==> src/rtl/uart_tx_queue.sv <==
// Byte FIFO feeding the UART transmit core through its tx_req/tx_busy handshake.
// Optional `UART_TXQ_FLUSH_EN adds a synchronous flush input.
module uart_tx_queue #(
  parameter int DEPTH = 8,
  parameter int AW    = $clog2(DEPTH)
) (
  input  logic          clk,
  input  logic          rst,
  input  logic          wr_en,
  input  logic [7:0]    wr_data,
  output logic          full,
  output logic          empty,
  output logic [AW:0]   level,
  output logic          ovf,
  input  logic          ovf_clr,
  input  logic          run,
  output logic          tx_req,
  output logic [7:0]    tx_data,
  input  logic          tx_busy
`ifdef UART_TXQ_FLUSH_EN
  ,
  input  logic          flush
`endif
);

  typedef enum logic [1:0] {IDLE, REQ, WAIT_BUSY, WAIT_DONE} state_t;

  localparam logic [AW:0] FULL_LVL = (AW+1)'(DEPTH);
  localparam logic [AW:0] LVL_ONE  = (AW+1)'(1);

  state_t        state;
  logic [7:0]    mem [DEPTH];
  logic [AW-1:0] wr_ptr;
  logic [AW-1:0] rd_ptr;
  logic [1:0]    tmo_cnt;
  logic          flush_i;
  logic          do_push;
  logic          do_pop;
  logic          ovf_set;
  logic [AW:0]   level_nxt;

  // Fullness uses the registered (pre-edge) flags, so a same-cycle pop never rescues a push.
  always_comb begin
`ifdef UART_TXQ_FLUSH_EN
    flush_i = flush;
`else
    flush_i = 1'b0;
`endif
    do_push   = wr_en && !full && !flush_i;
    ovf_set   = wr_en && full && !flush_i;
    do_pop    = (state == IDLE) && !empty && run && !tx_busy && !flush_i;
    level_nxt = level;
    if (flush_i)
      level_nxt = '0;
    else if (do_push && !do_pop)
      level_nxt = level + LVL_ONE;
    else if (!do_push && do_pop)
      level_nxt = level - LVL_ONE;
  end

  always_ff @(posedge clk) begin
    if (do_push)
      mem[wr_ptr] <= wr_data;
  end

  always_ff @(posedge clk or posedge rst) begin
    if (rst) begin
      state   <= IDLE;
      wr_ptr  <= '0;
      rd_ptr  <= '0;
      level   <= '0;
      full    <= 1'b0;
      empty   <= 1'b1;
      ovf     <= 1'b0;
      tx_req  <= 1'b0;
      tx_data <= '0;
      tmo_cnt <= '0;
    end else begin
      level <= level_nxt;
      full  <= (level_nxt == FULL_LVL);
      empty <= (level_nxt == '0);

      if (flush_i) begin
        wr_ptr <= '0;
        rd_ptr <= '0;
      end else begin
        if (do_push) wr_ptr <= wr_ptr + AW'(1);
        if (do_pop)  rd_ptr <= rd_ptr + AW'(1);
      end

      if (ovf_set)
        ovf <= 1'b1;
      else if (ovf_clr)
        ovf <= 1'b0;

      tx_req <= 1'b0;
      case (state)
        IDLE: begin
          if (do_pop) begin
            tx_data <= mem[rd_ptr];
            tx_req  <= 1'b1;
            state   <= REQ;
          end
        end
        REQ: begin
          tmo_cnt <= '0;
          state   <= WAIT_BUSY;
        end
        // A core that never answers releases the engine after four quiet cycles; the byte is not retried.
        WAIT_BUSY: begin
          if (tx_busy)
            state <= WAIT_DONE;
          else if (tmo_cnt == 2'd3)
            state <= IDLE;
          else
            tmo_cnt <= tmo_cnt + 2'd1;
        end
        WAIT_DONE: begin
          if (!tx_busy)
            state <= IDLE;
        end
        default: state <= IDLE;
      endcase
    end
  end

endmodule

==> config.mk <==
export PLATFORM = sky130hd
export DESIGN_NAME = uart_tx_queue
export DESIGN_NICKNAME = d
export VERILOG_FILES = /design/src/rtl/uart_tx_queue.sv
export SDC_FILE = /design/constraint.sdc
export NUM_CORES = 1
export LEC_CHECK = 0
export CORE_MARGIN = 10
export CORE_UTILIZATION = 46
export DETAILED_ROUTE_END_ITERATION = 12
export PLACE_DENSITY = 0.68
export SYNTH_ARGS = -nofsm -noshare
export SYNTH_HDL_FRONTEND = slang
export SYNTH_SLANG_ARGS = --single-unit
==> constraint.sdc <==
create_clock -name clk -period 2 [get_ports clk]
set_clock_uncertainty 0.15 [all_clocks]
set_input_delay 0.4 -clock clk [delete_from_list [all_inputs] [get_ports clk]]
set_output_delay 0.4 -clock clk [all_outputs]
set_load 0.01 [all_outputs]
Yosys cells after proc, flatten, opt, wreduce, memory -nomap -nowiden
Memories as Yosys holds them, arrays and structs flattened. A register that Yosys moved wholly into a read port is not among the register bits.
Index checks and enable logic that the tools add are counted.
Widths: inputs -> output; s select.

word-level totals
  latch bits = 0
  memories = 1
  ROM bits = 0
  input bits = 14
  RAM bits = 64
  register bits = 18

operators by class
  $lt $le $gt $ge = 0
  mux-type cells = 16
  bitwise gates (word level) = 0
  div/mod/pow operators = 0
  shift-type cells = 0
  multipliers = 0
  reductions and logical operators = 19
  equality and inequality tests = 10
  $add $sub $neg = 5

memories
  name  words  bits a word  rd ports  clocked after Yosys merged registers in  write ports  RTL line  source
  mem   8      8            1         1                                        1            32        logic [7:0] mem [DEPTH];

operator list
  cell                 count
  $mux 2               6
  $mux 4               2
  $ne 2x2->1 const B   4
  $pmux 2 s4           1
  $logic_and 1x1->1    7
  $add 3x1->3 const B  2
  $eq 2x2->1 const B   3
  $mux 1               6
  $reduce_and 3->1     2
  $logic_not 1->1      5
  $add 4x1->4 const B  1
  $eq 4x4->1 const B   1
  $logic_not 4->1      1
  $pmux 2 s2           1
  $reduce_bool 2->1    2
  $sub 4x1->4 const B  1
  $ne 3x3->1 const B   1
  $add 2x1->2 const B  1
  $eq 2x1->1 const B   1
  $logic_not 2->1      1
  $reduce_and 2->1     1

Logic depth before layout (Yosys ltp)
Gate-level depths: netlist (run 1).

  word-level depth = 8
  gate-level depth with buffers = 7
  depth with buffers taken out = 6

Least setup slack after synthesis (run 1)
OpenSTA, ideal clock, no wires.

  path type = reg-to-reg
  start point = register full
  end point = memory mem[0][0] (enable)
  arrival = 1.614 ns
  setup slack = -0.158 ns
  buffers on the path = 1
  required time = 1.455 ns
  library setup time = 0.395 ns
  clock period less this slack = 2.158 ns
  stages on the path, launching flop included = 4
  cells stage by stage = dfrtp_1 > nand2b_1 > clkbuf_1 > nor4_1

on the way
  longest elaborated chain between the ends = 4

ends and longest elaborated chain
  what                          RTL line  source
  start: declaration            11        output logic full,
  start signal: assignment      80        full <= (level_nxt == FULL_LVL);
  $logic_not 1->1               49        do_push = wr_en && !full && !flush_i;
  $logic_and 1x1->1             49
  $mux 1                        62        if (do_push)
  $mux 1 (not written as such)  63        mem[wr_ptr] <= wr_data;
  end: declaration              32

No other way between the ends.

Worst setup path after layout (run 1)
  start point = input port wr_en
  end point = register full

on the way
  longest elaborated chain between the ends = 6
  elaborated cells on any way between the ends = 7
  classes of those cells = eq/ne: 1; mux: 2; reduce/logical: 4

ends and longest elaborated chain
  what                   RTL line  source
  start: declaration     9         input logic wr_en,
  $logic_and 1x1->1 (*)  49
  $logic_not 1->1        57        else if (!do_push && do_pop)
  $logic_and 1x1->1      57
  $mux 4                 57
  $mux 4 (*)             55        else if (do_push && !do_pop)
  $eq 4x4->1 (*)         80

Every way passes the cells marked *; elsewhere a longest branch is shown, timed or not.
A chain may end at the register's enable or synchronous reset.

==> results of run 1 <==
[repair_timing]
action	CTS	global route
pin swaps	1	6
setup endpoints to repair	5	13
resized for setup	8	10
[Yosys cell counts]
cell type	n	area, um2
edfxtp_1	64	1920
dfrtp_1	25	626
nand2_1	22	82.6
mux4_2	16	360
o21ai_0	11	55.1
nor2_1	9	33.8
mux2i_1	8	80.1
inv_1	7	26.3
ha_1	5	62.6
nor3_1	5	25.0
xnor2_1	5	43.8
clkbuf_1	4	15.0
nand2b_1	3	18.8
a221oi_1	2	17.5
a31oi_1	2	12.5
buf_1	2	7.51
buf_2	2	10.0
mux2_2	2	22.5
nor4_1	2	12.5
nor4_4	2	42.5
o211ai_1	2	15.0
or3_1	2	12.5
a2111oi_0	1	8.76
a2111oi_2	1	15.0
a211oi_1	1	7.51
a21boi_0	1	7.51
a21oi_2	1	8.76
a41oi_1	1	8.76
and2b_1	1	7.51
and3_1	1	6.26
buf_6	1	11.3
clkbuf_2	1	5.00
dfstp_2	1	26.3
nand3_1	1	5.00
nand4b_1	1	8.76
nor2b_1	1	6.26
nor3_4	1	16.3
o21a_1	1	7.51
o21ai_1	1	5.00
o31a_1	1	8.76
o31ai_1	1	7.51
or2_2	1	6.26
or4_1	1	7.51
or4_4	1	11.3
or4bb_1	1	11.3
[power by group through the flow]
stage	logic, mW	clock network (mW)	registers, mW
floorplan	1.27	0	2.75
detailed placement	2.21	0	2.76
global route	2.50	1.42	2.79
CTS	2.27	1.34	2.73
global placement	2.18	0	2.74
finish	2.26	1.30	2.74
[final timing paths]
path / start / end / slack, ps
worst max-delay path: wr_en / full / 30
worst min register to register: tx_data[6] / tx_data[6] / 330
worst min-delay path: rst / tx_data[4] / 250
worst max register to register: state[0] / empty / 40
max in group asynchronous: rst / empty / 1150
min in group clk: tx_data[6] / tx_data[6] / 330
[cells by family after synthesis]
family	count (synthesis)	synth area share, %
AOI/OAI and AO/OA	27	4.98
xor gates and xnor gates	5	1.18
adders and majority gates	5	1.68
buffers and inverters	17	2.02
DFF	90	69.2
muxes	26	12.5
and+or+nand+nor	55	8.45
[sequential cells by signal (all words and copies together) (netlist names)]
signal	cells
tx_data	8
state	2
wr_ptr	3
tmo_cnt	2
rd_ptr	3
level	4
mem	64
empty	1
ovf	1
tx_req	1
full	1
[area by class of cell]
class	count	area [um2]	share of cell area [%]
repair buffers	64	579	12.4
inverters	7	26.3	0.563
multi-input cells	118	1140	24.4
flip-flops and latches	90	2570	55.2
clock inverters	7	92.6	1.98
well taps	102	128	2.74
clock buffers	9	124	2.66
[per-layer routing]
metal  share of wire [%]  global-route usage, %  vias to the layer above
met4                 1.1                   4.74                        0
met3                 3.5                   2.87                        6
met2                  50                   19.4                       29
met1                  46                   15.4                     1021
li1                    -                      -                     1003
met5                   0                      0                        -
[metrics by stage]
stage / worst slack [ps] / util, % / hold slack, ps / std cells / setup TNS [ps]
finish: 33.0 / 59.7 / 248 / 397 / 0
global route: -30.9 / 59.7 / 261 / 397 / -81.1
CTS: -21.2 / 59.3 / 245 / 398 / -21.2
detailed placement: -527 / 56.3 / 321 / 382 / -20100
global placement: -476 / 56.3 / 315 / 382 / -19580
floorplan: 21.4 / - / 289 / 225 / 0
[worst register-to-register path, delay by kind of cell, from the launching register on]
family,cells,cell delay [ps]
and+or+nand+nor,2,900
DFF,1,440
AOI/OAI and AO/OA,2,380
==> results.md, run 1 <==
* Type of the worst setup path: in -> reg
* HP Class: in -> async
* DR vias at 2,059
* Commonest non-fill, non-tap cell in the layout: edfxtp_1
* DR vias/cell at 5.19
* Startpoint types: primary input
* Least-Margin Pin Slew at 548 ps
* Die Y at 110 um
* Part of the power in registers at 43.4%
* Avg WL per Cell at 17.1 um
* Worst Path Max Fanout at 4
* FILL cells at 605
* Num CTS Buffers at 9
* Post-route ant nets at 0
* Fin area at 4660 um2
* Number of buffers added to fix hold violations after cts at 0
* Clk buf depth at 2
* Die area at 12,100 um2
* Vias in the first global route at 2,103
* Combinational power share at 35.9%
* Row count at 32
* Worst rel slew slack at 63.5%
* Max_cap viols at 0
* NetSw at 2.03 mW
* Crit path cell chain: clkdlybuf4s50_1 > nor2b_1 > buf_4 > nor3_4 > or4_4 > a2111oi_4
* Pin count of the biggest net entering global routing at 27
* Yosys reg bits at 90
* H-tree levels at 3
* Worst path top cell family by delay: simple AND/OR/NAND/NOR gates
* Sw frac at 32.2%
* Number of port buffers at 29
* Half-perimeter wire length after placement at 4.62 mm
* First-pass iteration count of the detailed router at 4
* Synth Instances at 225
* CTS tree: built
* P_int at 4.27 mW
* Unique cell type count in the Yosys netlist at 45
* Post-synthesis cell area at 3720 um2
* Largest stage delay, worst path at 530 ps
* Reg2reg path depth at 4
* Endpoints failing setup at 0
* Area growth syn-to-layout at 25.5%
* Final RePlAce weighted congestion at 0.813
* CTS Root Cell: clkbuf_8
* Drt total wl at 6.79 mm
* Grt total ovfl at 0
* Final #Nets at 309
* IR drop worst, VDD at 550 uV
* Levels on crit path at 6
* Ratio of cells with drive above 1 in the final layout at 29.8%
* Period utilisation layout at 98.3%
* First-pass GRT wire length at 11.0 mm
* Synthesized Nets at 244
* Worst EP required at 2100 ps
* Dpl cell area at 4390 um2
* Period minus WS final at 1970 ps
* Clock network fraction of total power at 20.6%
* Power Dens Cells at 1350 nW/um2
* Final Hold Violating Endpoints at 0
* Reg clk slew, reported paths at 100 ps
* Clock Latency Late Sink at 360 ps
* Residual DRC at 0
* Status: finished, final reports clean
* Commonest cells after routing, fill and taps aside: edfxtp_1 (64), buf_4 (33), dfrtp_1 (24), clkdlybuf4s50_1 (24), nand2_1 (22)
* Lkg Pwr at 1.72 nW
* GRT Total Usage at 12.0%
* CP endpoint kind: register
* Initial antenna violation count at 0
* Buf/Inv on CP at 2
* Register area share after synthesis at 69.2%
* Slew Viols, Final at 0
* Achievable frequency at 508 MHz
* Detailed Route Iter0 Violations at 85
* Worst path slowest cell: clkdlybuf4s50_1
* Initial cell density of the core at 47.6%
* Num Clock Sinks at 90
* Ports at 30
* Total power at 6.30 mW
* Synthesized area per cell at 16.5 um2
* Postcts setup bufs at 0
* Ys Warns at 0
* Ant. Diodes at 0
* RSZ-0062 raised after global routing: yes
* Core area at 7810 um2
* Arrival time of the worst setup path at 2070 ps
* Chip width at 110 um
Note: power is estimated with default switching activity, not from simulation.
==> inputs of run 2 (changes only) <==
--- a/config.mk
+++ b/config.mk
@@ -7,6 +7,7 @@
 export LEC_CHECK = 0
 export CORE_MARGIN = 10
 export CORE_UTILIZATION = 46
+export CTS_BUF_LIST = sky130_fd_sc_hd__clkbuf_8
 export DETAILED_ROUTE_END_ITERATION = 12
 export PLACE_DENSITY = 0.68
 export SYNTH_ARGS = -nofsm -noshare
==> results of run 2 <==
No change in the layout: final DEF, timing and power equal those of run 1.
==> inputs of run 3 (changes only) <==
--- a/config.mk
+++ b/config.mk
@@ -10,6 +10,7 @@
 export CTS_BUF_LIST = sky130_fd_sc_hd__clkbuf_8
 export DETAILED_ROUTE_END_ITERATION = 12
 export PLACE_DENSITY = 0.68
+export SKIP_CTS_REPAIR_TIMING = 1
 export SYNTH_ARGS = -nofsm -noshare
 export SYNTH_HDL_FRONTEND = slang
 export SYNTH_SLANG_ARGS = --single-unit
==> run 3 against run 2 <==
Against the previous run:
- sequential power barely moved
- global-route usage decreased by 0.11 points
- design area is essentially flat
- count of clock-buffer cells in the layout unchanged
- worst hold slack hardly changed
- via count unchanged
==> results.md, run 3 (synthesized netlist as in run 1, its figures left out) <==
* Period minus WS final at 2000 ps
* Final Hold Violating Endpoints at 0
* CTS tree: built
* Arrival time of the worst setup path at 2100 ps
* CTS Root Cell: clkbuf_8
* Power Dens Cells at 1350 nW/um2
* Ratio of cells with drive above 1 in the final layout at 29.2%
* Grt total ovfl at 0
* Die area at 12,100 um2
* Worst rel slew slack at 63.5%
* Post-route ant nets at 0
* Util after Layout at 59.8%
* Number of port buffers at 29
* Row count at 32
* Achievable frequency at 501 MHz
* Chip width at 110 um
* Area growth syn-to-layout at 25.5%
* Least-Margin Pin Slew at 548 ps
* Crit path cell chain: or4_4 > nor3_4 > a31oi_1 > a2111oi_4
* Half-perimeter wire length after placement at 4.62 mm
* Residual DRC at 0
* Setup crit start: state[1]
* Final RePlAce weighted congestion at 0.813
* Worst reg2reg path endpoint: full
* Ant. Diodes at 0
* Ports at 30
* Reg with most FFs: mem
* Type of the worst setup path: reg -> reg
* Setup crit end: full
* Avg WL per Cell at 17.1 um
* First-pass GRT wire length at 10.9 mm
* Final worst-path setup slack at 3.40 ps
* GRT Total Usage at 11.9%
* Slew Viols, Final at 0
* DP Cell Count at 382
* Commonest cells after routing, fill and taps aside: edfxtp_1 (64), buf_4 (36), clkdlybuf4s50_1 (26), dfrtp_1 (24), nand2_1 (22)
* Worst path top cell family by delay: simple AND/OR/NAND/NOR gates
* DR vias/cell at 5.15
* Status: finished, final reports clean
* Vias in the first global route at 2,089
* Number of flip-flops in the largest register at 64
* Buf/Inv on CP at 0
* Num CTS Buffers at 9
* Die Y at 110 um
* Worst Path Max Fanout at 3
* Period utilisation layout at 99.8%
* Finished Layout Cells at 400
* Max_cap viols at 0
* HP Class: in -> async
* Num Clock Sinks at 90
* Pin count of the biggest net entering global routing at 27
* Lkg Pwr at 1.74 nW
* H-tree levels at 3
* Biggest regs: mem (64), tx_data (8), level (4)
* Levels on crit path at 4
* RSZ-0062 raised after global routing: yes
* Reg clk slew, reported paths at 100 ps
* Total power at 6.28 mW
* Final #Nets at 312
* Flop-to-flop setup slack at 3 ps
* Clock Latency Late Sink at 360 ps
* Commonest non-fill, non-tap cell in the layout: edfxtp_1
* Endpoints failing setup at 0
* Reg2reg start: state[1]
* Worst EP required at 2100 ps
* Reg2reg path depth at 4
* Core area at 7810 um2
* Worst path slowest cell: or4_4
* Largest stage delay, worst path at 570 ps
* Post-place setup slack at -527 ps
* IR drop worst, VDD at 550 uV
* CP endpoint kind: register
* DR vias at 2,059
* Startpoint types: register
* First-pass iteration count of the detailed router at 4
* Clk buf depth at 2
* Detailed Route Iter0 Violations at 98
* Initial antenna violation count at 0
* Drt total wl at 6.82 mm
* Initial cell density of the core at 47.6%
## run 3: changes by cell type in the layout (fill, tap and decap cells not counted), sizes merged
cell / previous run / this run
buf: 35 / 38
clkdlybuf4s50: 24 / 26
dlygate4sd2: 3 / 0
dlymetal6s2s: 2 / 3
## run 3: stage by stage
| step | cell area (um2) | hold WS, ps | TNS (ps) |
|---|---|---|---|
| floorplan | 3730 | 289 | 0 |
| global placement | 4390 | 315 | -19580 |
| detailed placement | 4390 | 321 | -20100 |
| CTS | 4610 | 245 | -408 |
| global route | 4670 | 261 | -137 |
| finish | 4670 | 248 | 0 |
## run 3: final cells by class
class,count,area [um2]
Fill cell,606,3140
Sequential cell,90,2570
Multi-Input combinational cell,118,1110
Timing Repair Buffer,67,608
Tap cell,102,128
Clock buffer,9,124
Clock inverter,7,92.6
Inverter,7,26.3
## run 3: worst min-delay path: cells and delay by family
kind | cells | cell delay, ps
buffers and inverters | 3 | 760
## run 3: per-layer routing
metal	wire [um]	vias up	global-route usage, %
li1	-	1006	-
met1	3100	1024	15.2
met2	3430	23	19.2
met3	224	6	2.87
met4	72	0	4.74
met5	0	-	0
## run 3: how the worst min path moves through the flow
stage                    start         end  cells after the start
detailed placement  tx_data[6]  tx_data[6]                      2
floorplan                  rst        full                      1
global placement    tx_data[6]  tx_data[6]                      2
CTS                        rst  tx_data[3]                      3
global route               rst  tx_data[3]                      3
finish                     rst  tx_data[4]                      3
## run 3: power by group
group,leakage [nW],internal (mW),switching (mW),total (mW)
combinational,0.730,1.23,1.03,2.25
clock,0.109,0.612,0.689,1.30
sequential,0.900,2.44,0.288,2.72
